`config.mk`:
```
export PLATFORM = sky130hd
export DESIGN_NAME = exec_arith_port
export DESIGN_NICKNAME = d
export VERILOG_FILES = /design/src/rtl/exec_pkg.sv /design/src/rtl/div_unit.sv /design/src/rtl/exec_arith_port.sv
export SDC_FILE = /design/constraint.sdc
export NUM_CORES = 1
export LEC_CHECK = 0
export CAP_MARGIN = 20
export CORE_ASPECT_RATIO = 1.25
export CORE_MARGIN = 2
export CORE_UTILIZATION = 57
export DETAILED_ROUTE_END_ITERATION = 8
export PLACE_DENSITY_LB_ADDON = 0.1
export SLEW_MARGIN = 20
export SYNTH_ARGS = -nofsm -noshare
export SYNTH_HDL_FRONTEND = slang
export SYNTH_SLANG_ARGS = --single-unit
export TNS_END_PERCENT = 50
```
`constraint.sdc`:
```
create_clock -name clock_i -period 5.2 [get_ports clock_i]
set_clock_uncertainty 0.05 [all_clocks]
set_input_delay 0.78 -clock clock_i [delete_from_list [all_inputs] [get_ports clock_i]]
set_output_delay 0.78 -clock clock_i [all_outputs]
set_load 0.05 [all_outputs]
```
`src/rtl/exec_pkg.sv`:
```
// Shared constants for the arithmetic execution port and its divider.
package exec_pkg;

  localparam int unsigned DATA_W = 16;
  localparam int unsigned ADDR_W = 5;
  localparam int unsigned OP_W   = 7;
  localparam int unsigned FT_W   = 2;
  localparam int unsigned STAT_W = 2;
  localparam int unsigned ST_W   = 2;
  localparam int unsigned CNT_W  = 4;

  // Opcodes executed when functionType is ARITH; everything else is a NOP.
  localparam logic [OP_W-1:0] OP_NOP  = 7'd0;
  localparam logic [OP_W-1:0] OP_ADD  = 7'd1;
  localparam logic [OP_W-1:0] OP_SUB  = 7'd2;
  localparam logic [OP_W-1:0] OP_AND  = 7'd3;
  localparam logic [OP_W-1:0] OP_OR   = 7'd4;
  localparam logic [OP_W-1:0] OP_XOR  = 7'd5;
  localparam logic [OP_W-1:0] OP_NOT  = 7'd6;
  localparam logic [OP_W-1:0] OP_SHL  = 7'd7;
  localparam logic [OP_W-1:0] OP_SHR  = 7'd8;
  localparam logic [OP_W-1:0] OP_MUL  = 7'd9;
  localparam logic [OP_W-1:0] OP_DIV  = 7'd10;
  localparam logic [OP_W-1:0] OP_MOD  = 7'd11;
  localparam logic [OP_W-1:0] OP_ADDC = 7'd12;

  localparam logic [FT_W-1:0] FT_ARITH = 2'd0;

  localparam int unsigned STAT_CARRY = 0;
  localparam int unsigned STAT_ZERO  = 1;

  // Port FSM encoding.
  localparam logic [ST_W-1:0] ST_IDLE    = 2'd0;
  localparam logic [ST_W-1:0] ST_MUL2    = 2'd1;
  localparam logic [ST_W-1:0] ST_DIV_RUN = 2'd2;

  // Builds the status word {zero, carry} for a writeback value.
  function automatic logic [STAT_W-1:0] make_status(input logic carry,
                                                    input logic [DATA_W-1:0] val);
    logic [STAT_W-1:0] st;
    st             = '0;
    st[STAT_CARRY] = carry;
    st[STAT_ZERO]  = (val == '0);
    return st;
  endfunction

endpackage

```
`src/rtl/div_unit.sv`:
```
// 16-bit unsigned restoring divider: one quotient bit per clock, 16 clocks.
// The final step's results are presented combinationally alongside done so the
// caller can register them on the same edge the last bit is produced.
module div_unit
  import exec_pkg::*;
(
  input  logic              clock_i,
  input  logic              reset_i,
  input  logic              start_i,
  input  logic              abort_i,
  input  logic [DATA_W-1:0] dividend_i,
  input  logic [DATA_W-1:0] divisor_i,
  output logic              done_c_o,
  output logic [DATA_W-1:0] quotient_c_o,
  output logic [DATA_W-1:0] remainder_c_o
);

  localparam logic [CNT_W-1:0] CNT_LAST = '1;

  logic              running_q;
  logic [CNT_W-1:0]  count_q;
  logic [DATA_W-1:0] rem_q;
  logic [DATA_W-1:0] quo_q;
  logic [DATA_W-1:0] dvs_q;

  logic [DATA_W:0]   partial_c;
  logic              fits_c;
  logic [DATA_W-1:0] rem_n_c;
  logic [DATA_W-1:0] quo_n_c;

  // One restoring step: shift next dividend bit into the partial remainder.
  always_comb begin
    partial_c = {rem_q, quo_q[DATA_W-1]};
    fits_c    = (partial_c >= {1'b0, dvs_q});
    rem_n_c   = fits_c ? (partial_c[DATA_W-1:0] - dvs_q) : partial_c[DATA_W-1:0];
    quo_n_c   = {quo_q[DATA_W-2:0], fits_c};
  end

  assign done_c_o      = running_q && (count_q == CNT_LAST);
  assign quotient_c_o  = quo_n_c;
  assign remainder_c_o = rem_n_c;

  // Iteration state; abort and reset both return to idle with a cleared count.
  always_ff @(posedge clock_i) begin
    if (reset_i || abort_i) begin
      running_q <= 1'b0;
      count_q   <= '0;
      rem_q     <= '0;
      quo_q     <= '0;
      dvs_q     <= '0;
    end else if (start_i) begin
      running_q <= 1'b1;
      count_q   <= '0;
      rem_q     <= '0;
      quo_q     <= dividend_i;
      dvs_q     <= divisor_i;
    end else if (running_q) begin
      rem_q     <= rem_n_c;
      quo_q     <= quo_n_c;
      count_q   <= count_q + CNT_W'(1);
      running_q <= (count_q != CNT_LAST);
    end
  end

endmodule

```
`src/rtl/exec_arith_port.sv`:
```
// Arithmetic execution port: single-cycle ALU ops, 2-cycle multiply and a
// 16-step divider, driving the register-file writeback bus.
module exec_arith_port
  import exec_pkg::*;
(
  input  logic              clock_i,
  input  logic              reset_i,
  input  logic              flush_i,
  input  logic              enable_i,
  input  logic              wb_i,
  input  logic [OP_W-1:0]   opCode_i,
  input  logic [FT_W-1:0]   functionType_i,
  input  logic [ADDR_W-1:0] regAddr_i,
  input  logic [DATA_W-1:0] primOperand_i,
  input  logic [DATA_W-1:0] secOperand_i,
  input  logic [STAT_W-1:0] operationStatus_i,
  output logic              busy_o,
  output logic              wb_o,
  output logic [ADDR_W-1:0] wbAddr_o,
  output logic [DATA_W-1:0] wbVal_o,
  output logic [STAT_W-1:0] operationStatus_o
);

  logic [ST_W-1:0]   state_q,    state_d;
  logic              busy_q,     busy_d;
  logic              wb_q,       wb_d;
  logic [ADDR_W-1:0] wb_addr_q,  wb_addr_d;
  logic [DATA_W-1:0] wb_val_q,   wb_val_d;
  logic [STAT_W-1:0] status_q,   status_d;
  logic              pend_wb_q,  pend_wb_d;
  logic [ADDR_W-1:0] pend_addr_q, pend_addr_d;
  logic              pend_mod_q, pend_mod_d;
  logic [DATA_W-1:0] opa_q,      opa_d;
  logic [DATA_W-1:0] opb_q,      opb_d;

  logic              alu_exec_c;
  logic [DATA_W-1:0] alu_val_c;
  logic              alu_carry_c;
  logic [DATA_W:0]   shl_ext_c;
  logic [DATA_W:0]   shr_ext_c;
  logic [DATA_W-1:0] mul_val_c;
  logic [DATA_W-1:0] div_val_c;
  logic              div_zero_c;
  logic              div_start_c;
  logic              div_done_c;
  logic [DATA_W-1:0] div_quo_c;
  logic [DATA_W-1:0] div_rem_c;
  logic              unused_status_c;

  assign unused_status_c = operationStatus_i[STAT_ZERO];

  div_unit u_div (
    .clock_i       (clock_i),
    .reset_i       (reset_i),
    .start_i       (div_start_c),
    .abort_i       (flush_i),
    .dividend_i    (primOperand_i),
    .divisor_i     (secOperand_i),
    .done_c_o      (div_done_c),
    .quotient_c_o  (div_quo_c),
    .remainder_c_o (div_rem_c)
  );

  // Shift helpers: the extra bit catches the last bit shifted out.
  assign shl_ext_c = {1'b0, primOperand_i} << secOperand_i[3:0];
  assign shr_ext_c = {primOperand_i, 1'b0} >> secOperand_i[3:0];

  // Single-cycle result for the incoming instruction; alu_exec_c marks those ops.
  always_comb begin
    alu_exec_c  = 1'b1;
    alu_val_c   = '0;
    alu_carry_c = 1'b0;
    case (opCode_i)
      OP_ADD:  {alu_carry_c, alu_val_c} = {1'b0, primOperand_i} + {1'b0, secOperand_i};
      OP_ADDC: {alu_carry_c, alu_val_c} = {1'b0, primOperand_i} + {1'b0, secOperand_i}
                                          + {{DATA_W{1'b0}}, operationStatus_i[STAT_CARRY]};
      OP_SUB: begin
        alu_val_c   = primOperand_i - secOperand_i;
        alu_carry_c = (primOperand_i < secOperand_i);
      end
      OP_AND:  alu_val_c = primOperand_i & secOperand_i;
      OP_OR:   alu_val_c = primOperand_i | secOperand_i;
      OP_XOR:  alu_val_c = primOperand_i ^ secOperand_i;
      OP_NOT:  alu_val_c = ~primOperand_i;
      OP_SHL: begin
        alu_val_c   = shl_ext_c[DATA_W-1:0];
        alu_carry_c = shl_ext_c[DATA_W];
      end
      OP_SHR: begin
        alu_val_c   = shr_ext_c[DATA_W:1];
        alu_carry_c = shr_ext_c[0];
      end
      default: alu_exec_c = 1'b0;
    endcase
  end

  // Multi-cycle results from the captured operands.
  assign mul_val_c  = opa_q * opb_q;
  assign div_zero_c = (opb_q == '0);
  assign div_val_c  = div_zero_c ? (pend_mod_q ? opa_q : {DATA_W{1'b1}})
                                 : (pend_mod_q ? div_rem_c : div_quo_c);

  // Next-state and writeback selection.
  always_comb begin
    state_d     = state_q;
    wb_d        = 1'b0;
    wb_addr_d   = wb_addr_q;
    wb_val_d    = wb_val_q;
    status_d    = status_q;
    pend_wb_d   = pend_wb_q;
    pend_addr_d = pend_addr_q;
    pend_mod_d  = pend_mod_q;
    opa_d       = opa_q;
    opb_d       = opb_q;
    div_start_c = 1'b0;

    if (flush_i) begin
      state_d = ST_IDLE;
    end else begin
      case (state_q)
        ST_IDLE: begin
          if (enable_i && (functionType_i == FT_ARITH)) begin
            if (alu_exec_c) begin
              wb_d = wb_i;
              if (wb_i) begin
                wb_addr_d = regAddr_i;
                wb_val_d  = alu_val_c;
                status_d  = make_status(alu_carry_c, alu_val_c);
              end
            end else if ((opCode_i == OP_MUL) || (opCode_i == OP_DIV) ||
                         (opCode_i == OP_MOD)) begin
              pend_wb_d   = wb_i;
              pend_addr_d = regAddr_i;
              pend_mod_d  = (opCode_i == OP_MOD);
              opa_d       = primOperand_i;
              opb_d       = secOperand_i;
              if (opCode_i == OP_MUL) begin
                state_d = ST_MUL2;
              end else begin
                state_d     = ST_DIV_RUN;
                div_start_c = 1'b1;
              end
            end
          end
        end
        ST_MUL2: begin
          state_d = ST_IDLE;
          wb_d    = pend_wb_q;
          if (pend_wb_q) begin
            wb_addr_d = pend_addr_q;
            wb_val_d  = mul_val_c;
            status_d  = make_status(1'b0, mul_val_c);
          end
        end
        ST_DIV_RUN: begin
          if (div_done_c) begin
            state_d = ST_IDLE;
            wb_d    = pend_wb_q;
            if (pend_wb_q) begin
              wb_addr_d = pend_addr_q;
              wb_val_d  = div_val_c;
              status_d  = make_status(div_zero_c, div_val_c);
            end
          end
        end
        default: state_d = ST_IDLE;
      endcase
    end

    busy_d = (state_d != ST_IDLE);
  end

  // State and output registers.
  always_ff @(posedge clock_i) begin
    if (reset_i) begin
      state_q     <= ST_IDLE;
      busy_q      <= 1'b0;
      wb_q        <= 1'b0;
      wb_addr_q   <= '0;
      wb_val_q    <= '0;
      status_q    <= '0;
      pend_wb_q   <= 1'b0;
      pend_addr_q <= '0;
      pend_mod_q  <= 1'b0;
      opa_q       <= '0;
      opb_q       <= '0;
    end else begin
      state_q     <= state_d;
      busy_q      <= busy_d;
      wb_q        <= wb_d;
      wb_addr_q   <= wb_addr_d;
      wb_val_q    <= wb_val_d;
      status_q    <= status_d;
      pend_wb_q   <= pend_wb_d;
      pend_addr_q <= pend_addr_d;
      pend_mod_q  <= pend_mod_d;
      opa_q       <= opa_d;
      opb_q       <= opb_d;
    end
  end

  assign busy_o            = busy_q;
  assign wb_o              = wb_q;
  assign wbAddr_o          = wb_addr_q;
  assign wbVal_o           = wb_val_q;
  assign operationStatus_o = status_q;

endmodule

```
=== Word level (Yosys, flattened, before mapping) ===
Cells that the tools add are included.

* Input bits: 53
* Output and inout port bits: 25
* Memories kept: 0
* Logic and storage cells: 122
* RAM bits: 0
* ROM bits: 0
* Latch bits: 0
* Bits in registers: 119

* Order comparisons: 2
* Add/sub/neg operators: 5
* Multiplexer cells: 48
* Div/mod/pow operators: 0
* Reduce and logical (&&, ||, !) cells: 20
* $mul: 1
* Equal/unequal tests: 22
* Shift operators: 2
* Bitwise gates (word level): 6

{| class="wikitable"
|+ Operators with widths
! cell !! count
|-
| $mux W16 || 12
|-
| $pmux W16 S9 || 1
|-
| $logic_not A16 Y1 || 4
|-
| $pmux W16 S3 || 1
|-
| $eq A7 B4 Y1 const B || 5
|-
| $sub A16 B16 Y16 || 2
|-
| $eq A7 B3 Y1 const B || 4
|-
| $mux W5 || 5
|-
| $mux W2 || 12
|-
| $add A16 B16 Y17 || 1
|-
| $add A17 B1 Y17 || 1
|-
| $ge A17 B16 Y1 || 1
|-
| $shl A16 B4 Y17 || 1
|-
| $shr A17 B4 Y17 || 1
|-
| $and A16 B16 Y16 || 1
|-
| $lt A16 B16 Y1 || 1
|-
| $mul A16 B16 Y16 || 1
|-
| $not A16 Y16 || 1
|-
| $or A16 B16 Y16 || 1
|-
| $xor A16 B16 Y16 || 1
|-
| $pmux W5 S3 || 1
|-
| $eq A7 B2 Y1 const B || 2
|-
| $mux W1 || 12
|-
| $ne A2 B2 Y1 const B || 6
|-
| 21 further kinds || 28
|}

=== Logic depth before layout (Yosys ltp) ===
Gate-level depths: netlist (run 1).

* Word-level depth: 9
* Mapped depth: 23

=== Modules after synthesis ===
From an unflattened synthesis (run 1), not the netlist that was laid out.

* Cell total of the unflattened synthesis: 2,014
* Area total of the unflattened synthesis: 15,536.2 um^2

{| class="wikitable"
|+ Modules (own cells, without submodules)
! module !! area each (um^2) !! seq. area each (um^2) !! cells an instance !! times used
|-
| exec_arith_port || 12,269.3 || 1,321.3 || 1,621 || 1
|-
| div_unit || 3,266.9 || 1,061.0 || 393 || 1
|}

=== Worst setup path after synthesis (run 1) ===
OpenSTA, ideal clock, no wires.

* Kind: register -> register
* Start: register opb_q[1]
* End: register wb_val_q[15], in the netlist wbVal_o[15]
* Cell stages (with the launch flop): 21
* Clock period less this slack: 5.481 ns
* Library setup time: 0.132 ns
* Setup slack: -0.281 ns
* Arrival time: 5.300 ns
* Cells stage by stage: dfxtp_1 > clkbuf_1 > nand2_1 > fa_1 > fa_1 > inv_1 > fa_1 > fa_1 > fa_1 > inv_1 > fa_1 > inv_1 > ha_1 > a21o_1 > a41oi_1 > o21bai_1 > a21oi_1 > xnor2_1 > o21ai_0 > a221oi_1 > nor3_1

* Longest elaborated chain between the ends: 5
* Elaborated cells on any way between the ends: 7
* Those cells by class: mul: 1; mux: 5; reduce/logical: 1

{| class="wikitable"
|+ Ends and longest elaborated chain
! item !! RTL line !! RTL
|-
| start: declaration || exec_arith_port.sv:34 || <nowiki>logic [DATA_W-1:0] opb_q, opb_d;</nowiki>
|-
| start signal: assignment || exec_arith_port.sv:198 || <nowiki>opb_q <= opb_d;</nowiki>
|-
| parallel branches: the longest is 4 deep, another holds $mul A16 B16 Y16 || - ||
|-
| $pmux W16 S3 * || exec_arith_port.sv:120 || <nowiki>case (state_q)</nowiki>
|-
| end signal: assignment || exec_arith_port.sv:192 || <nowiki>wb_val_q <= wb_val_d;</nowiki>
|-
| end: declaration || exec_arith_port.sv:28 || <nowiki>logic [DATA_W-1:0] wb_val_q, wb_val_d;</nowiki>
|}

Mark *: on every way between the ends. The select of a mux whose other input is x is not followed.
A chain may end at the register's enable or synchronous reset.

=== Worst setup path after layout (run 1) ===
* Start: register opa_q[5]
* End: register status_q[1], in the netlist operationStatus_o[1]

* Longest elaborated chain between the ends: 6
* Elaborated cells on any way between the ends: 9
* Those cells by class: mul: 1; mux: 6; reduce/logical: 2

{| class="wikitable"
|+ Ends and longest elaborated chain
! item !! RTL line !! RTL
|-
| start: declaration || exec_arith_port.sv:33 || <nowiki>logic [DATA_W-1:0] opa_q, opa_d;</nowiki>
|-
| start signal: assignment || exec_arith_port.sv:197 || <nowiki>opa_q <= opa_d;</nowiki>
|-
| parallel branches: the longest is 5 deep, another holds $mul A16 B16 Y16 || - ||
|-
| $pmux W2 S3 * || exec_arith_port.sv:120 ||
|-
| end signal: assignment || exec_arith_port.sv:193 || <nowiki>status_q <= status_d;</nowiki>
|-
| end: declaration || exec_arith_port.sv:29 || <nowiki>logic [STAT_W-1:0] status_q, status_d;</nowiki>
|}

Marks and branches as above.

==> flow_metrics.py, run 1 <==
metrics = {
    "timing": {
        "setup_viol": 5,
        "fin_crit_sh_pct": 106,
        "fmax_mhz": 181,
        "rsz0062_at_grt": "yes",
        "maxSlewHeadroom_pct": 33.7,
        "slew_viol_final": 0,
        "worst_slew_pin_slew_ns": 0.979,
        "hold-worst-slack_ns": 0.404,
        "layout_setup_ws_ns": -0.314,
        "min_period_ns": 5.51,
        "hold_violations": 0,
    },
    "pwr": {
        "power_density_nw_per_um2": 159,
        "leakagePower_nw": 7.41,
        "p_clk_share_pct": 44.7,
        "swShare_pct": 30.9,
        "netSwitchingPower_mw": 0.886,
        "combPwrFrac_pct": 23.5,
        "ir_drop_uv": 192,
        "p_int_mw": 1.98,
        "power_frac_seq_pct": 31.8,
    },
    "cts": {
        "cts_tree": "built",
        "hold_buffers": 0,
        "clk_latency_ns": 0.43,
        "cts-htree-levels": 4,
        "clkTransAtPathRegs_ns": 0.06,
        "clock-sinks": 119,
        "root_buffer": "clkbuf_16",
        "numCtsBuffers": 17,
        "clockBufferDepth": 2,
    },
    "synth": {
        "synth-edff-count": 0,
        "synth-async-reset-ratio_pct": 0,
        "synth_largest_area_cell": "dfxtp_1",
        "yosysSeqAreaShare_pct": 15.6,
        "synth-seq-cells": 119,
        "yosysTopAreaCellShare_pct": 15.6,
        "netlist_area_um2": 15300,
        "postSynthAreaPerCell_um2": 7.66,
        "synthFlopType": "dfxtp_1",
        "synth_area_leaders": "dfxtp_1 16%, fa_1 11%, ha_1 9.9%, nand2_1 6.3%, a21oi_1 4.7%",
        "netlist_instances": 1998,
        "syn-num-nets": 2255,
        "ys_types": 88,
        "ys_warn_count": 0,
    },
    "die": {
        "core_area_um2": 26600,
        "num_io_pins": 78,
        "start_util_pct": 57.6,
        "num_rows": 67,
        "die_area_um2": 28200,
        "die_x_um": 151,
        "die_h_um": 187,
    },
    "detailed_routing": {
        "ant_nets": 0,
        "routed_wl_um": 56700,
        "routed_via_density": 6.42,
        "drc_errors": 0,
        "firstDrtPassIters": 9,
        "via_count": 15900,
        "drt-initial-drc-count": 1514,
        "drt-wirelength-per-cell_um": 23.0,
    },
    "setup_path": {
        "slowest_stage": "fa_1",
        "cp.arrival_ns": 5.84,
        "rrSetupSlack_ns": -0.31,
        "critical_path.max_stage_delay_ns": 0.52,
        "worstPathRequired_ns": 5.52,
        "cp_max_fo": 7,
        "cp-end-kind": "register",
        "worstPathCellList": "buf_12 > and2_1 > fa_1 > inv_1 > fa_1 > fa_1 > inv_1 > ha_1 > fa_1 > inv_1 > fa_1 > inv_1 > ha_2 > nor2_1 > nor2_2 > a41oi_2 > o21bai_1 > a21oi_2 > xnor2_2 > buf_4 > nand4_1 > o41a_1 > nand3_1",
        "crit_type": "register to register",
        "critPathBufInv": 6,
        "startpoint_type": "register",
        "crit_top_cell": "fa_1",
        "critPathTopFamily": "adder cells",
    },
    "cells_and_area": {
        "drive_gt1_share_pct": 14.3,
        "syn_to_final_growth_pct": 17.9,
        "insertedDiodeCount": 0,
        "utilization_pct": 67.9,
        "layout.nets": 2371,
    },
    "global_route": {
        "grt_antenna_before_repair": 0,
        "grt_overflow_total": 0,
        "grt_max_degree": 51,
        "grt_pass1_vias": 16000,
        "grt_pass1_wl_um": 87900,
        "grtUsageTotal_pct": 40.6,
    },
    "status": {
        "violations": "setup timing",
        "status": "finished, violations left",
    },
    "job": {
        "max_cap_viol_count": 0,
    },
    "placed_design": {
        "numPortBuffers": 76,
        "gp_congestion": 1.08,
        "dpl.hpwl_um": 44500,
    },
    "min_path": {
        "worstHoldPathType": "register to register",
    },
}
-- kinds of logic after synthesis --
family,Yosys count,synth area share [%]
adder cells (fa/ha/maj),204,20.7
buffers and inverters,335,8.36
AO/OA/AOI/OAI,470,20.9
XOR/XNOR,75,4.38
AND/OR/NAND/NOR,716,22.8
flip-flops,119,15.6
multiplexers,79,7.19
-- Yosys cell counts (33+ instances only) --
library cell,instances
nand2_1,255
o21ai_0,62
nand3_1,40
dfxtp_1,119
a21oi_1,144
and2_1,83
a211oi_1,45
nor2_1,148
clkbuf_1,121
inv_1,191
fa_1,83
mux2i_1,47
xnor2_1,59
ha_1,121
nor3_1,33
-- worst paths after layout --
| kind | depth (start not counted) | to | from |
|---|---|---|---|
| max | 23 | operationStatus_o[1] | opa_q[5] |
| min | 2 | u_div.dvs_q[6] | u_div.dvs_q[6] |
| max reg2reg | 23 | operationStatus_o[1] | opa_q[5] |
| min reg2reg | 2 | u_div.dvs_q[6] | u_div.dvs_q[6] |
-- power by group through the flow --
stage	sequential, mW	clock (mW)	combinational (mW)
after floorplan	0.934	0	0.405
after global placement	0.933	0	0.641
after detailed placement	0.933	0	0.648
after CTS	0.912	1.29	0.651
after global routing	0.912	1.32	0.713
final	0.912	1.28	0.674
-- routing by layer --
layer | GRT usage (%) | vias to the layer above | share of wire, %
met5 | 0 | - | 0
met4 | 30.6 | 0 | 8.9
met3 | 8.54 | 283 | 7.6
met2 | 67.3 | 782 | 47
met1 | 45.1 | 7590 | 36
li1 | - | 7219 | -
-- state kept, by name, indices dropped and copies added (netlist names) --
| signal | count |
|---|---|
| u_div.rem_q | 16 |
| u_div.quo_q | 16 |
| opb_q | 16 |
| pend_wb_q | 1 |
| wbAddr_o | 5 |
| u_div.running_q | 1 |
| wb_o | 1 |
| pend_addr_q | 5 |
| operationStatus_o | 2 |
| u_div.count_q | 4 |
| pend_mod_q | 1 |
| u_div.dvs_q | 16 |
| busy_o | 1 |
| wbVal_o | 16 |
| state_q | 2 |
| opa_q | 16 |
-- through the flow --
| stage | total power, mW | cells | area, µm² | worst slack, ns | TNS (ns) |
|---|---|---|---|---|---|
| after floorplan | 1.34 | 1998 | 15400 | 0.0118 | 0 |
| after global placement | 1.57 | 2436 | 17200 | -0.390 | -1.30 |
| after detailed placement | 1.58 | 2436 | 17200 | -0.438 | -1.67 |
| after CTS | 2.85 | 2472 | 18000 | -0.241 | -0.639 |
| after global routing | 2.95 | 2472 | 18000 | -0.531 | -2.27 |
| final | 2.87 | 2472 | 18000 | -0.314 | -0.786 |
-- worst register-to-register path, delay by kind of cell (launching register included) --
kind                     cells  cell delay, ns
buffers and inverters        6            0.49
flip-flops                   1            0.37
XOR/XNOR                     1            0.27
adder cells (fa/ha/maj)      7            3.05
AO/OA/AOI/OAI                4            0.63
AND/OR/NAND/NOR              5            0.58
-- placed cells by master, fill, tap and decap left out, drive strengths merged, types with 21 or more instances in the layout --
master / synthesis / final
and2: 83 / 83
dfxtp: 119 / 119
mux4: 24 / 24
buf: 20 / 165
o211ai: 23 / 23
nand2b: 21 / 21
a211oi: 45 / 45
clkbuf: 121 / 21
o21ai: 62 / 62
nand3: 41 / 41
mux2i: 47 / 47
nand4: 21 / 21
fa: 83 / 83
a21oi: 144 / 144
inv: 192 / 196
nand2: 255 / 255
nor2: 148 / 148
nor3: 34 / 34
clkdlybuf4s50: 0 / 73
xnor2: 59 / 59
ha: 121 / 121
-- cell type report --
class | count | area [µm²]
multi-input combinational | 1544 | 11800
fill | 2289 | 8530
sequential | 119 | 2400
timing repair buffer | 238 | 2020
inverter | 194 | 728
clock buffer | 21 | 480
tap | 345 | 432
clock inverter | 11 | 158
-- what timing repair did --
action                                  4_1_cts  5_1_grt
endpoints found under the setup margin        7        8
pin swaps                                     9        4
setup buffers                                 4        0
gates resized for setup                      39       14
No activity file was read; power rests on OpenSTA's default activity.
==> run 2: changes to the inputs <==
--- a/config.mk
+++ b/config.mk
@@ -7,7 +7,6 @@
 export LEC_CHECK = 0
 export CAP_MARGIN = 20
 export CORE_ASPECT_RATIO = 1.25
-export CORE_MARGIN = 2
 export CORE_UTILIZATION = 57
 export DETAILED_ROUTE_END_ITERATION = 8
 export PLACE_DENSITY_LB_ADDON = 0.1
==> run 2 against run 1 <==
The run still ends with setup timing left; critical path type unchanged; final area hardly changed; combinational power hardly changed; first-iteration DRC count rose by 17%; routed wire length grew 0.52%; global-route usage increased by 0.87 points; critical path depth fell by 3; register-to-register slack better by 0.04 ns; power is 5.4% lower; via count rose by 1.1%; count of clock-buffer cells in the layout decreased by 4; cell count hardly changed; maximum frequency grew 0.79%.
==> flow_metrics.py, run 2 (synthesis results as in run 1) <==
metrics = {
    "status": {
        "status": "finished, violations left",
        "violations": "setup timing",
    },
    "die": {
        "core_area_um2": 26200,
        "start_util_pct": 58.5,
        "die_x_um": 149,
        "num_io_pins": 78,
        "num_rows": 66,
        "die_h_um": 185,
        "die_area_um2": 27500,
    },
    "setup_path": {
        "crit_type": "register to register",
        "reg2reg_from": "opb_q[3]",
        "crit_top_cell": "fa_1",
        "cp.arrival_ns": 5.80,
        "worstPathCellList": "buf_4 > nand2_1 > fa_1 > fa_1 > inv_1 > ha_1 > fa_1 > ha_1 > inv_1 > fa_1 > inv_1 > ha_1 > buf_4 > xnor2_4 > or4_4 > or4_4 > nor4_2 > nand4_1 > o41a_1 > nand3_1",
        "worstPathRequired_ns": 5.53,
        "setup.worst_path.start": "opb_q[3]",
        "critical_path.max_stage_delay_ns": 0.56,
        "critPathTopFamily": "adder cells",
        "r2r-end": "operationStatus_o[1]",
        "slowest_stage": "fa_1",
        "cp_max_fo": 6,
        "rrSetupSlack_ns": -0.27,
        "startpoint_type": "register",
        "critPathBufInv": 5,
        "reg2regPathDepth": 20,
        "cp-end-kind": "register",
    },
    "pwr": {
        "ir_drop_uv": 212,
        "power_density_nw_per_um2": 151,
        "swShare_pct": 33.9,
        "power.total_mw": 2.72,
        "leakagePower_nw": 7.41,
        "netSwitchingPower_mw": 0.920,
        "p_clk_share_pct": 41.9,
        "power_frac_seq_pct": 33.4,
        "p_int_mw": 1.80,
        "combPwrFrac_pct": 24.7,
    },
    "detailed_routing": {
        "drt-initial-drc-count": 1776,
        "firstDrtPassIters": 6,
        "routed_via_density": 6.49,
        "via_count": 16000,
        "ant_nets": 0,
        "routed_wl_um": 57000,
        "drt-wirelength-per-cell_um": 23.1,
        "drc_errors": 0,
    },
    "cells_and_area": {
        "layout_common_cells": "255 x nand2_1, 188 x inv_1, 159 x buf_4, 147 x nor2_1, 141 x a21oi_1",
        "drive_gt1_share_pct": 14.9,
        "insertedDiodeCount": 0,
        "utilization_pct": 68.9,
        "layout.nets": 2374,
        "final_cells": 2470,
        "syn_to_final_growth_pct": 17.8,
        "mostFrequentLayoutCell": "nand2_1",
    },
    "timing": {
        "hold_violations": 0,
        "slew_viol_final": 0,
        "setup_tns_ns": -0.859,
        "fin_crit_sh_pct": 105,
        "layout_setup_ws_ns": -0.271,
        "setup_viol": 6,
        "maxSlewHeadroom_pct": 30.5,
        "fmax_mhz": 183,
        "min_period_ns": 5.47,
        "rsz0062_at_grt": "yes",
        "worst_slew_pin_slew_ns": 1.03,
    },
    "global_route": {
        "grt_pass1_wl_um": 86300,
        "grt_pass1_vias": 15500,
        "grt_max_degree": 51,
        "grt_antenna_before_repair": 0,
        "grtUsageTotal_pct": 41.5,
        "grt_overflow_total": 0,
    },
    "min_path": {
        "worstHoldPathType": "register to register",
        "hold-path-cell-count": 2,
        "min_from": "u_div.dvs_q[2]",
        "hold-path-endpoint": "u_div.dvs_q[2]",
    },
    "cts": {
        "root_buffer": "clkbuf_16",
        "clock-sinks": 119,
        "clk_latency_ns": 0.43,
        "clockBufferDepth": 2,
        "cts_tree": "built",
        "numCtsBuffers": 17,
        "clkTransAtPathRegs_ns": 0.07,
        "cts-htree-levels": 4,
    },
    "job": {
        "max_cap_viol_count": 0,
    },
    "placed_design": {
        "numPortBuffers": 76,
        "dp.cells": 2427,
        "dpl.hpwl_um": 44200,
        "gp_congestion": 1.06,
    },
}
run 2: changes by cell type in the layout (fill, tap and decap cells not counted), sizes merged:
cell    before  now
bufinv       3    0
inv        196  200
clkinv       4    7
clkbuf      21   17
buf        165  168
run 2: worst min-delay path, cell delays in order (launching register included):
cell	delay, ns
dfxtp_1	0.31
nand2_1	0.05
a21oi_1	0.05
run 2: worst max-delay path by stage:
stage,end,cells after the start
finish,operationStatus_o[1],20
CTS,operationStatus_o[1],20
detailed placement,operationStatus_o[1],19
global route,operationStatus_o[1],20
floorplan,wbVal_o[15],21
global placement,operationStatus_o[1],23
run 2: power groups by stage:
stage / Sequential, mW / Combinational [mW] / Clock (mW)
after detailed placement: 0.933 / 0.644 / 0
after CTS: 0.908 / 0.648 / 1.13
after floorplan: 0.934 / 0.405 / 0
after global routing: 0.908 / 0.709 / 1.18
after global placement: 0.933 / 0.635 / 0
final: 0.908 / 0.671 / 1.14
run 2: timing repair:
action                     CTS  global route
buffers inserted            11             0
pin swaps                   23             8
hold buffers                 0             0
setup endpoints to repair    8             9
resized for setup           66            12
run 2: layout make-up:
type	instances	area (µm²)
inverters	194	728
multi-input cells	1544	11900
repair buffers	241	2010
well taps	340	425
fillers	2208	8150
flip-flops and latches	119	2430
clock inverters	15	138
clock buffers	17	425
run 2: per-stage QoR:
stage | instance area, µm² | setup WS (ns) | hold slack [ns]
3_3_place_gp | 17100 | -0.360 | 0.393
3_5_place_dp | 17100 | -0.438 | 0.399
5_1_grt | 18000 | -0.505 | 0.423
6_report | 18000 | -0.271 | 0.406
4_1_cts | 18000 | -0.243 | 0.407
2_1_floorplan | 15400 | 0.0118 | 0.386
run 2: routing by layer:
metal	part of all wire [%]	global-route usage (%)
met5	0	0
met4	7.0	27.7
met3	9.2	6.72
met2	47	69.8
met1	37	48.5
